--- src/rtl/apu_cmd_rx_if.sv ---
// rtl/apu_cmd_rx_if.sv - CPU write-strobe bus and command stream bundle for apu_cmd_rx
interface apu_cmd_rx_if #(
  parameter int DEPTH = 8
);
  logic [7:0]             DB_I;
  logic                   SCPUB;
  logic                   WRB;
  logic                   ACK;
  logic [7:0]             CMD_DATA;
  logic                   CMD_VALID;
  logic                   CMD_READY;
  logic [$clog2(DEPTH):0] CMD_LEVEL;
  logic                   OVF;
  logic                   OVF_CLR;
  logic [15:0]            CMD_COUNT;

  modport master (
    output DB_I, SCPUB, WRB, CMD_READY, OVF_CLR,
    input  ACK, CMD_DATA, CMD_VALID, CMD_LEVEL, OVF, CMD_COUNT
  );

  modport slave (
    input  DB_I, SCPUB, WRB, CMD_READY, OVF_CLR,
    output ACK, CMD_DATA, CMD_VALID, CMD_LEVEL, OVF, CMD_COUNT
  );
endinterface

--- src/rtl/apu_cmd_rx.sv ---
// rtl/apu_cmd_rx.sv - CPU->APU sound-command write responder with command FIFO and ACK pulse
// Optional committed-byte counter: define APU_CMD_RX_COUNT_EN.
module apu_cmd_rx #(
  parameter int DEPTH  = 8,
  parameter int FILT   = 2,
  parameter int ACKLEN = 4
) (
  input  logic         CLK,
  input  logic         RESB,
  input  logic         CKEN,
  apu_cmd_rx_if.slave  bus
);
  localparam int AW = $clog2(DEPTH);
  localparam logic [2:0] FILT_W = 3'(FILT);
  localparam logic [3:0] ACK_W  = 4'(ACKLEN);

  typedef enum logic [1:0] {WAIT_HI, IDLE, LOW, COMMIT} state_t;

  state_t     state_q, state_d;
  logic [2:0] filt_q, filt_d;
  logic [7:0] hold_q, hold_d;
  logic       commit;
  logic       sel;

  assign sel = ~bus.SCPUB & ~bus.WRB;

  always_ff @(posedge CLK or negedge RESB) begin
    if (!RESB) begin
      state_q <= WAIT_HI;
      filt_q  <= 3'd0;
      hold_q  <= 8'h00;
    end else begin
      state_q <= state_d;
      filt_q  <= filt_d;
      hold_q  <= hold_d;
    end
  end

  always_comb begin
    state_d = state_q;
    filt_d  = filt_q;
    hold_d  = hold_q;
    commit  = 1'b0;
    case (state_q)
      WAIT_HI: if (CKEN && bus.WRB) state_d = IDLE;
      IDLE: begin
        if (CKEN && sel) begin
          state_d = LOW;
          filt_d  = 3'd1;
          hold_d  = bus.DB_I;
        end
      end
      LOW: begin
        if (CKEN) begin
          if (sel) begin
            if (filt_q < FILT_W) filt_d = filt_q + 3'd1;
            hold_d = bus.DB_I;
          end else if (bus.WRB) begin
            state_d = (filt_q >= FILT_W) ? COMMIT : IDLE;
          end else begin
            state_d = WAIT_HI;
          end
        end
      end
      COMMIT: begin
        commit  = 1'b1;
        state_d = IDLE;
      end
      default: state_d = WAIT_HI;
    endcase
  end

  // Pointers carry one extra wrap bit so full and empty are distinguishable.
  logic [AW:0]   wr_q, rd_q, level;
  logic [7:0]    mem [DEPTH];
  logic [7:0]    data_q;
  logic          ovf_q;
  logic [3:0]    ack_cnt;
  logic          empty, full, pop, push_ok, drop;
  logic [AW-1:0] rd_next_idx;

  assign level       = wr_q - rd_q;
  assign empty       = (wr_q == rd_q);
  assign full        = (wr_q[AW] != rd_q[AW]) && (wr_q[AW-1:0] == rd_q[AW-1:0]);
  assign pop         = ~empty & bus.CMD_READY;
  assign push_ok     = commit & (~full | pop);
  assign drop        = commit & full & ~pop;
  assign rd_next_idx = rd_q[AW-1:0] + 1'b1;

  always_ff @(posedge CLK) begin
    if (push_ok) mem[wr_q[AW-1:0]] <= hold_q;
  end

  always_ff @(posedge CLK or negedge RESB) begin
    if (!RESB) begin
      wr_q    <= '0;
      rd_q    <= '0;
      data_q  <= 8'h00;
      ovf_q   <= 1'b0;
      ack_cnt <= 4'd0;
    end else begin
      if (push_ok) wr_q <= wr_q + 1'b1;
      if (pop)     rd_q <= rd_q + 1'b1;
      // Registered head: bypass the pushed byte when the FIFO is (or becomes) empty.
      if (push_ok && (empty || (pop && level == (AW+1)'(1))))
        data_q <= hold_q;
      else if (pop && level >= (AW+1)'(2))
        data_q <= mem[rd_next_idx];
      if (drop)             ovf_q <= 1'b1;
      else if (bus.OVF_CLR) ovf_q <= 1'b0;
      if (commit)                     ack_cnt <= ACK_W;
      else if (CKEN && ack_cnt != 0)  ack_cnt <= ack_cnt - 4'd1;
    end
  end

  assign bus.ACK       = (ack_cnt != 4'd0);
  assign bus.CMD_DATA  = data_q;
  assign bus.CMD_VALID = ~empty;
  assign bus.CMD_LEVEL = level;
  assign bus.OVF       = ovf_q;

`ifdef APU_CMD_RX_COUNT_EN
  logic [15:0] count_q;
  always_ff @(posedge CLK or negedge RESB) begin
    if (!RESB)       count_q <= 16'h0000;
    else if (commit) count_q <= count_q + 16'd1;
  end
  assign bus.CMD_COUNT = count_q;
`else
  assign bus.CMD_COUNT = 16'h0000;
`endif
endmodule
--- src/flat_wrapper.sv ---
// flat-port wrapper written by rule: the top's interface ports become plain ports
module apu_cmd_rx_flat 
#(
  parameter int DEPTH  = 8,
  parameter int FILT   = 2,
  parameter int ACKLEN = 4
)
  (CLK, RESB, CKEN, bus_DB_I, bus_SCPUB, bus_WRB, bus_CMD_READY, bus_OVF_CLR, bus_ACK, bus_CMD_DATA, bus_CMD_VALID, bus_CMD_LEVEL, bus_OVF, bus_CMD_COUNT);
  apu_cmd_rx_if #(.DEPTH(DEPTH)) bus_i ();
  input  logic CLK;
  input  logic RESB;
  input  logic CKEN;
  input wire logic [$bits(bus_i.DB_I)-1:0] bus_DB_I;
  input wire logic [$bits(bus_i.SCPUB)-1:0] bus_SCPUB;
  input wire logic [$bits(bus_i.WRB)-1:0] bus_WRB;
  input wire logic [$bits(bus_i.CMD_READY)-1:0] bus_CMD_READY;
  input wire logic [$bits(bus_i.OVF_CLR)-1:0] bus_OVF_CLR;
  output wire logic [$bits(bus_i.ACK)-1:0] bus_ACK;
  output wire logic [$bits(bus_i.CMD_DATA)-1:0] bus_CMD_DATA;
  output wire logic [$bits(bus_i.CMD_VALID)-1:0] bus_CMD_VALID;
  output wire logic [$bits(bus_i.CMD_LEVEL)-1:0] bus_CMD_LEVEL;
  output wire logic [$bits(bus_i.OVF)-1:0] bus_OVF;
  output wire logic [$bits(bus_i.CMD_COUNT)-1:0] bus_CMD_COUNT;
  assign bus_i.DB_I = bus_DB_I;
  assign bus_i.SCPUB = bus_SCPUB;
  assign bus_i.WRB = bus_WRB;
  assign bus_i.CMD_READY = bus_CMD_READY;
  assign bus_i.OVF_CLR = bus_OVF_CLR;
  assign bus_ACK = bus_i.ACK;
  assign bus_CMD_DATA = bus_i.CMD_DATA;
  assign bus_CMD_VALID = bus_i.CMD_VALID;
  assign bus_CMD_LEVEL = bus_i.CMD_LEVEL;
  assign bus_OVF = bus_i.OVF;
  assign bus_CMD_COUNT = bus_i.CMD_COUNT;
  apu_cmd_rx #(.DEPTH(DEPTH), .FILT(FILT), .ACKLEN(ACKLEN)) u_core (.CLK(CLK), .RESB(RESB), .CKEN(CKEN), .bus(bus_i));
endmodule
--- config.mk ---
export PLATFORM = sky130hd
export DESIGN_NAME = apu_cmd_rx_flat
export DESIGN_NICKNAME = d
export VERILOG_FILES = /design/src/rtl/apu_cmd_rx_if.sv /design/src/rtl/apu_cmd_rx.sv /design/src/flat_wrapper.sv
export SDC_FILE = /design/constraint.sdc
export NUM_CORES = 1
export LEC_CHECK = 0
export BUFFER_PORTS_ARGS = -buffer_cell sky130_fd_sc_hd__buf_2
export CAP_MARGIN = 20
export CORE_MARGIN = 2
export CORE_UTILIZATION = 53
export DETAILED_ROUTE_END_ITERATION = 10
export MAX_ROUTING_LAYER = met4
export PLACE_DENSITY = 0.79
export REMOVE_ABC_BUFFERS = 1
export SLEW_MARGIN = 20
export SYNTH_ARGS = -nofsm -noshare
export SYNTH_HDL_FRONTEND = slang
export SYNTH_SLANG_ARGS = --single-unit
export TNS_END_PERCENT = 20
--- constraint.sdc ---
create_clock -name CLK -period 2.37 [get_ports CLK]
set_clock_uncertainty 0.05 [all_clocks]
set_input_delay 0.3555 -clock CLK [delete_from_list [all_inputs] [get_ports CLK]]
set_output_delay 0.3555 -clock CLK [all_outputs]
set_load 0.03 [all_outputs]
=== Yosys cells after proc, flatten, opt, wreduce, memory -nomap -nowiden ===
Memory sizes are Yosys's and may differ from the RTL's.
Cells that the tools add are included.

* Reductions and logical operators: 17
* Divide/modulo/power cells: 0
* Multiply operators: 0
* Equality and inequality tests: 13
* Add/subtract/negate cells: 6
* Magnitude comparators: 3
* Bitwise logic cells: 11
* Multiplexer cells: 25
* Shift operators: 0

{| class="wikitable"
|+ Operators with widths
! cell !! count
|-
| 8-bit 2-to-1 mux || 5
|-
| 8-bit one-hot mux with 2 select lines || 1
|-
| 2-bit 2-to-1 mux || 6
|-
| 3-bit 2-to-1 mux || 4
|-
| 4-bit by 1-bit adder with 4-bit output (second input constant) || 2
|-
| 4-bit 2-to-1 mux || 2
|-
| 2-bit by 1-bit != test with 1-bit output (second input constant) || 4
|-
| 2-bit one-hot mux with 4 select lines || 1
|-
| 4-bit AND reduction || 2
|-
| 2-bit nonzero test || 4
|-
| 1-bit logical AND || 7
|-
| 3-bit by 1-bit adder with 3-bit output (second input constant) || 2
|-
| 3-bit one-hot mux with 2 select lines || 1
|-
| 1-bit AND || 5
|-
| 1-bit 2-to-1 mux || 5
|-
| 1-bit NOT || 5
|-
| 5-bit AND reduction || 1
|-
| 2-bit == test (second input constant) || 2
|-
| 4-bit by 1-bit == test with 1-bit output (second input constant) || 1
|-
| 4-bit == test || 1
|-
| 4-bit by 2-bit >= comparator with 1-bit output (second input constant) || 1
|-
| 2-bit != test (second input constant) || 2
|-
| 4-bit nonzero test || 1
|-
| 4-bit by 1-bit subtractor with 4-bit output (second input constant) || 1
|-
| other kinds (9) || 9
|}

* Flip-flop bits (word level): 34
* Word-level logic and storage cells: 84
* Bits in latches: 0
* Bits in read-only memories: 0
* Memories: 1
* RAM bits: 64

{| class="wikitable"
|+ Memories
! memory !! depth !! bits a word !! read ports !! clocked after Yosys merged registers in !! wr ports !! line !! source
|-
| u_core.mem || 8 || 8 || 1 || 0 || 1 || apu_cmd_rx.sv:75 || <nowiki>logic [7:0] mem [DEPTH];</nowiki>
|}

=== Depth between registers and ports, before layout ===
Gate-level depths: netlist of run 1.

* Depth after elaboration: 7
* Mapped depth: 10
* Depth with buffers taken out: 9

=== Worst setup path before layout of run 1 ===
No wires, ideal clock.

* Path type: register -> register
* From: reg u_core.wr_q[0]
* To: reg u_core.data_q[0], in the netlist u_core.bus.CMD_DATA[0]
* Stages on the path, launching flop included: 11
* Required time: 2194 ps
* Clock period less this slack: 2904 ps
* Path buffers: 1
* Slack: -534 ps
* Data arrival time: 2728 ps
* Path through: dfrtp_1 -> inv_1 -> ha_1 -> inv_1 -> fa_1 -> xor2_1 -> or4_1 -> a21oi_1 -> or2_1 -> buf_1 -> a221o_1

* Elaborated cells between the ends (all ways): 17
* Classes of those cells: 1 x add/sub; 1 x order compare; 3 x eq/ne; 1 x mux; 5 x bitwise; 6 x reduce/logical

{| class="wikitable"
|+ RTL lines
! what !! line !! source
|-
| from (decl) || apu_cmd_rx.sv:74 || <nowiki>logic [AW:0] wr_q, rd_q, level;</nowiki>
|-
| from (signal assigned) || apu_cmd_rx.sv:102 || <nowiki>if (push_ok) wr_q <= wr_q + 1'b1;</nowiki>
|-
| 4-bit subtractor (*) || apu_cmd_rx.sv:82 || <nowiki>assign level = wr_q - rd_q;</nowiki>
|-
| via bus_CMD_LEVEL[2] || flat_wrapper.sv:21 || <nowiki>output wire logic [$bits(bus_i.CMD_LEVEL)-1:0] bus_CMD_LEVEL;</nowiki>
|-
| parallel branches: the longest is 5 deep, another holds 4-bit by 2-bit >= comparator with 1-bit output || - ||
|-
| to (signal assigned) || apu_cmd_rx.sv:106 || <nowiki>data_q <= hold_q;</nowiki>
|-
| to (signal assigned) || apu_cmd_rx.sv:108 || <nowiki>data_q <= mem[rd_next_idx];</nowiki>
|-
| to (decl) || apu_cmd_rx.sv:76 || <nowiki>logic [7:0] data_q;</nowiki>
|}

Mark *: on every way through the listed nets, which the timed path passes.
A chain may end at the register's enable or synchronous reset.

=== Worst setup path after layout of run 1 ===
* From: reg u_core.wr_q[2]
* To: out bus_CMD_LEVEL[3]

* Cells in the longest elaborated chain, start to end: 1

{| class="wikitable"
|+ Ends and longest elaborated chain
! what !! line
|-
| 4-bit subtractor || apu_cmd_rx.sv:82
|-
| to (decl) || flat_wrapper.sv:21
|}

No other way between the ends.

==> flow_summary_export.csv, run 1 <==
group,metric,value,unit
grt,grt_max_degree,35,
logic_synthesis,post_synth_num_cell_types,44,
job,maxCapViolCount,0,
logic_synthesis,ys_ff_latch,98,
sta,post-route-min-period,2.39,ns
worst_setup_path,slowest_delay,0.43,ns
outcome,outcome,"finished with violations",
logic_synthesis,synth-edff-count,64,
logic_synthesis,yosysSeqAreaShare,63.9,%
cts,clk_latency,0.37,ns
sta,holdWs,0.000986,ns
cts,clk_pin_slew_worst_paths,0.10,ns
drt,route.vias.total,2480,
drt,drt-initial-drc-count,195,
pwr,fin_total_pwr,7.65,mW
final_layout,final_cell_mix,"64 x edfxtp_1, 33 x dfrtp_1, 28 x buf_4",
sta,slew_headroom,49.6,%
grt,overflow,0,
drt,drc,0,
final_layout,finalNetCount,375,
floorplan,io_pins,46,
logic_synthesis,yosysTopAreaCell,"edfxtp_1",
placement,portBuffers,29,
drt,via_per_inst,5.45,
sta,hold_violations,0,
final_layout,final_cells,455,
cts,cts.hold.buffers_added,0,
sta,rsz0062_at_grt,"true",
worst_setup_path,worst_setup_path_end_kind,"output port",
grt,antenna_found_initial,0,
grt,track_usage,20.3,%
worst_setup_path,crit_fanout,5,
worst_setup_path,cp_top_family,"simple AND/OR/NAND/NOR gates",
worst_setup_path,slowest_stage,"dfrtp_1",
final_layout,drive_gt1_share,34.0,%
cts,htreeDepth,3,
final_layout,syn_to_final_growth,15.9,%
sta,max_freq,419,MHz
floorplan,initial_utilization,55.5,%
final_layout,layout_commonest_cell,"edfxtp_1",
worst_setup_path,worstPathArrival,1.98,ns
logic_synthesis,synthFlopType,"edfxtp_1",
cts,clock_path_buffers,2,
placement,dp_hpwl,5.46,mm
drt,wl_per_cell,17.4,µm
worst_setup_path,crit_chain,"ha_4 > and3b_2 > or3_4 > and2_4 > buf_6",
floorplan,die_area,0.00892,mm²
grt,first_global_vias,2479,
pwr,powerDensity,1520,mW/mm²
final_layout,insertedDiodeCount,0,
cts,cts_tree,"built",
logic_synthesis,synth_top_area_share,44.3,%
floorplan,num_rows,32,
floorplan,die_x,94.5,µm
cts,clock_sinks,98,
outcome,violations,"negative setup slack",
cts,cts_root_buf,"clkbuf_8",
logic_synthesis,syn_inst,287,
cts,cts_buffers,9,
placement,dp_cells,433,
pwr,vdd_drop_max,0.644,mV
floorplan,dieHeight,94.5,µm
pwr,leakage,1.95,nW
sta,setup_ws,-0.0178,ns
placement,place_area,0.00470,mm²
logic_synthesis,synthTopCellsByArea,"edfxtp_1 44%, dfrtp_1 20%, mux4_2 8.3%",
sta,drv_slew,0,
sta,setup_viol,1,
worst_setup_path,cp_num_buf_inv,1,
final_layout,postLayoutCellArea,0.00503,mm²
worst_setup_path,start_kind,"flop",
sta,worstMarginPinSlew,0.756,ns
logic_synthesis,avgSynthCellArea,15.1,µm²
worst_setup_path,worstSetupPathType,"flop to output port",
sta,period_share,101,%
logic_synthesis,async_flop_share,34.7,%
drt,wirelength,7.91,mm
grt,grt_pass1_wl,12.8,mm
drt,first_pass_iters,4,
worst_setup_path,crit_required,1.96,ns
logic_synthesis,syn_area,0.00434,mm²
floorplan,core_region_area,0.00781,mm²
logic_synthesis,yosys_warnings,0,
drt,ant_nets,0,
placement,finalWeightedCongestion,0.856,
min_path,hold_class,"input port to async pin",
synthesized netlist by cell type (2+ instances only):
cell type,n
nand2b_1,2
buf_1,2
inv_1,14
a221o_1,8
mux4_2,16
mux2_2,8
nor3_1,13
clkbuf_1,3
xor2_1,2
a31oi_1,2
o21ai_0,6
buf_4,16
nand2_1,16
edfxtp_1,64
nand4_1,3
and2_1,2
xnor2_1,9
nor4_1,2
buf_2,2
o21ai_1,2
nand3_1,2
ha_1,11
dfrtp_1,34
mux2i_1,11
a21oi_1,7
nor2_1,12
through the flow:
stage / TNS [ns] / setup slack [ns] / utilization, %
6_report: -0.0178 / -0.0178 / 64.4
5_1_grt: -0.639 / -0.0854 / 64.4
4_1_cts: -0.0306 / -0.0144 / 63.8
3_5_place_dp: -1.60 / -0.213 / 60.2
3_3_place_gp: -0.834 / -0.106 / 60.2
2_1_floorplan: -31.02 / -0.994 / -
flip-flops by register name, indices dropped and copies added (netlist names):
signal	cells
u_core.bus.OVF	1
u_core.rd_q	4
u_core.filt_q	3
u_core.hold_q	8
u_core.ack_cnt	4
u_core.state_q	2
u_core.mem	64
u_core.bus.CMD_DATA	8
u_core.wr_q	4
layout make-up:
class	instances	area, µm²
tap	102	128
clock inverter	6	56.3
multi-input combinational	167	1490
fill	542	2780
inverter	14	52.6
clock buffer	10	138
sequential	98	2770
timing repair buffer	58	388
cells by family (layout without fill, tap and decap cells):
group / count (synthesis) / in the layout / share of synthesized area [%]
XOR/XNOR: 11 / 11 / 2.22
multiplexers: 35 / 35 / 12.9
other: 1 / 16 / 0.0865
flip-flops: 98 / 98 / 63.9
buffers and inverters: 37 / 88 / 4.65
AO/OA/AOI/OAI: 31 / 31 / 5.34
AND/OR/NAND/NOR: 62 / 62 / 7.21
adder cells (fa/ha/maj): 12 / 12 / 3.64
power breakdown:
group          total, mW  internal [mW]  switching (mW)
Clock               1.04          0.432           0.603
Combinational       3.88           1.86            2.02
Sequential          2.73           2.36           0.372
worst paths after layout:
check	from	end	slack [ns]	cells after the start
max	u_core.wr_q[2]	bus_CMD_LEVEL[3]	-0.02	5
min	RESB	u_core.filt_q[1]	0.001	1
max in group asynchronous	RESB	u_core.wr_q[1]	1.75	1
min in group CLK	bus_OVF_CLR	u_core.bus.OVF	0.12	2
max reg2reg	u_core.wr_q[0]	u_core.bus.CMD_DATA[2]	0	9
min reg2reg	u_core.rd_q[3]	u_core.rd_q[3]	0.45	1
routing by layer:
metal | up-vias | wire (µm) | track usage, %
li1 | 1166 | - | -
met1 | 1204 | 3330 | 26.8
met2 | 94 | 3880 | 30.9
met3 | 16 | 507 | 4.95
met4 | 0 | 184 | 7.61
met5 | - | 0 | -
what timing repair did:
action / 4_1_cts / 5_1_grt
setup endpoints to repair: 10 / 11
gates resized for setup: 15 / 9
cloned: 0 / 0
setup buffers: 3 / 3
pin swaps: 4 / 7
worst reg2reg max path, cell delays in order (launching register included):
cell	delay [ns]
dfrtp_1	0.40
inv_2	0.08
ha_4	0.13
inv_2	0.04
fa_2	0.36
xor2_2	0.20
or4_4	0.43
a21oi_4	0.17
a211oi_4	0.09
a221o_1	0.32
(Power assumes the default switching activity.)
==> inputs of run 2 (changes only) <==
- GPL_TIMING_DRIVEN: unset -> 0
- clock period: 2.37 -> 2.08 ns (I/O delays scaled with it)
==> run 2 against run 1 <==
Design area rose by 3.8%. Final cell count fell by 0.22%. Sequential cell count did not move. Worst setup slack got worse by 0.44 ns. Core utilization rose by 2.5 points. Sequential share of layout area fell by 1.9 points. Die area did not move. Clock power rose by 17%. The run still ends with negative setup slack left. Critical path type is now flop to flop. Power rose by 22%. Global-route usage rose by 2.1 points. Non-clock buffer count fell by 1.
==> flow_summary_export.csv, run 2 (synthesis results as in run 1) <==
group,metric,value,unit
final_layout,final_cells,454,
sta,setup_viol,19,
worst_setup_path,start_kind,"flop",
grt,overflow,0,
floorplan,die_x,94.5,µm
placement,portBuffers,29,
worst_setup_path,timing.rr.start,"u_core.rd_q[0]",
worst_setup_path,crit_required,2.29,ns
drt,wl_met2,4.58,mm
worst_setup_path,reg2reg_depth,7,
cts,clock_path_buffers,2,
floorplan,io_pins,46,
sta,slew_headroom,45.9,%
sta,period_share,122,%
grt,antenna_found_initial,0,
floorplan,num_rows,32,
final_layout,layout_commonest_cell,"edfxtp_1",
drt,route.vias.total,2631,
worst_setup_path,worst_setup_path_end_kind,"flop",
cts,htreeDepth,3,
grt,first_global_vias,2576,
pwr,leakage,1.99,nW
drt,m1WireLength,3.78,mm
outcome,violations,"negative setup slack",
outcome,outcome,"finished with violations",
cts,cts_root_buf,"clkbuf_8",
worst_setup_path,rrSetupSlack,-0.46,ns
placement,dp_cells,411,
worst_setup_path,slowest_delay,0.55,ns
final_layout,drive_gt1_share,39.2,%
sta,drv_slew,0,
sta,post-route-min-period,2.54,ns
final_layout,finalNetCount,374,
min_path,worstHoldStart,"bus_OVF_CLR",
final_layout,final_cell_mix,"64 x edfxtp_1, 30 x dfrtp_1, 26 x buf_2",
final_layout,insertedDiodeCount,0,
worst_setup_path,crit_fanout,8,
cts,clk_pin_slew_worst_paths,0.10,ns
grt,grt_pass1_wl,13.9,mm
cts,clk_latency,0.37,ns
cts,cts_buffers,9,
drt,wl_per_cell,20.2,µm
floorplan,initial_utilization,55.5,%
worst_setup_path,worstSetupPathType,"flop to flop",
placement,finalWeightedCongestion,0.798,
placement,dp_hpwl,5.34,mm
drt,drt-initial-drc-count,259,
drt,met3_wirelength,613,µm
drt,highest_layer,"met4",
drt,wirelength,9.17,mm
min_path,hold_depth,2,
cts,cts_tree,"built",
final_layout,syn_to_final_growth,20.3,%
sta,rsz0062_at_grt,"true",
grt,grt_max_degree,35,
worst_setup_path,crit_chain,"ha_4 > inv_2 > fa_2 > or4_4 > a21oi_4 > a211oi_4 > a221o_1",
sta,hold_violations,0,
pwr,vdd_drop_max,0.965,mV
floorplan,core_region_area,0.00781,mm²
drt,via_per_inst,5.80,
cts,clock_sinks,98,
sta,max_freq,394,MHz
min_path,hold_class,"input port to flop",
worst_setup_path,worstPathArrival,2.75,ns
drt,ant_nets,0,
sta,holdWs,0.0801,ns
drt,drc,0,
min_path,holdPathEnd,"u_core.bus.OVF",
sta,worstMarginPinSlew,0.809,ns
floorplan,dieHeight,94.5,µm
sta,setup_ws,-0.459,ns
worst_setup_path,reg2reg_to,"u_core.bus.CMD_DATA[2]",
pwr,powerDensity,1790,mW/mm²
drt,first_pass_iters,5,
final_layout,fillers,520,
final_layout,largest_reg_flops,64,
floorplan,die_area,0.00892,mm²
job,maxCapViolCount,0,
grt,track_usage,22.4,%
worst_setup_path,slowest_stage,"or4_4",
-- run 2: worst max path at each step --
stage | end | depth (start not counted) | slack (ns) | startpoint
2_1_floorplan | u_core.bus.CMD_DATA[0] | 8 | -1.28 | u_core.rd_q[0]
3_3_place_gp | u_core.mem[0][5] | 5 | -1.73 | u_core.rd_q[0]
3_5_place_dp | u_core.bus.CMD_DATA[2] | 8 | -1.13 | u_core.rd_q[0]
4_1_cts | u_core.bus.CMD_DATA[2] | 8 | -0.45 | u_core.rd_q[0]
5_1_grt | u_core.bus.CMD_DATA[2] | 7 | -0.49 | u_core.rd_q[0]
6_report | u_core.bus.CMD_DATA[2] | 7 | -0.46 | u_core.rd_q[0]
-- run 2: routing by layer --
metal,vias up,track usage (%)
met4,0,9.06
met5,-,-
li1,1165,-
met3,22,5.27
met1,1316,29.0
met2,128,34.5
-- run 2: critical path: cells and delay by family (launching register included) --
| kind | cells | cell delay [ns] |
|---|---|---|
| compound gates | 3 | 0.64 |
| fa+ha+maj | 2 | 0.62 |
| simple gates | 1 | 0.55 |
| flops | 1 | 0.51 |
| buf+inv | 1 | 0.06 |
-- run 2: timing repair --
action                     in CTS  in global routing
buffers inserted               17                 11
hold buffers                    1                  0
gates resized for setup        41                 18
hold endpoints to repair       19                  0
pin swaps                      11                 18
setup endpoints to repair      90                 77
-- run 2: area by class of cell --
cell class	count	area, µm²	area share, %
clock inverters	6	55.1	1.05
flip-flops and latches	98	2780	53.3
repair buffers	57	417	7.98
multi-input cells	167	1650	31.6
inverters	14	52.6	1.01
clock buffers	10	138	2.64
well taps	102	128	2.45
-- run 2: metrics by stage --
step	TNS [ns]	setup slack, ns	power, mW	utilization [%]	instance area, µm²
global route	-5.55	-0.486	9.83	66.8	5220
global placement	-103.56	-1.73	6.54	57.9	4520
detailed placement	-55.98	-1.13	6.75	58.3	4550
floorplan	-53.69	-1.28	5.79	-	4240
CTS	-7.39	-0.455	8.89	65.3	5100
finish	-4.26	-0.459	9.35	66.8	5220
-- run 2: where the power goes --
| part | total (mW) | switching [mW] | internal [mW] |
|---|---|---|---|
| clock | 1.22 | 0.722 | 0.494 |
| combinational | 4.98 | 2.65 | 2.34 |
| sequential | 3.15 | 0.445 | 2.70 |
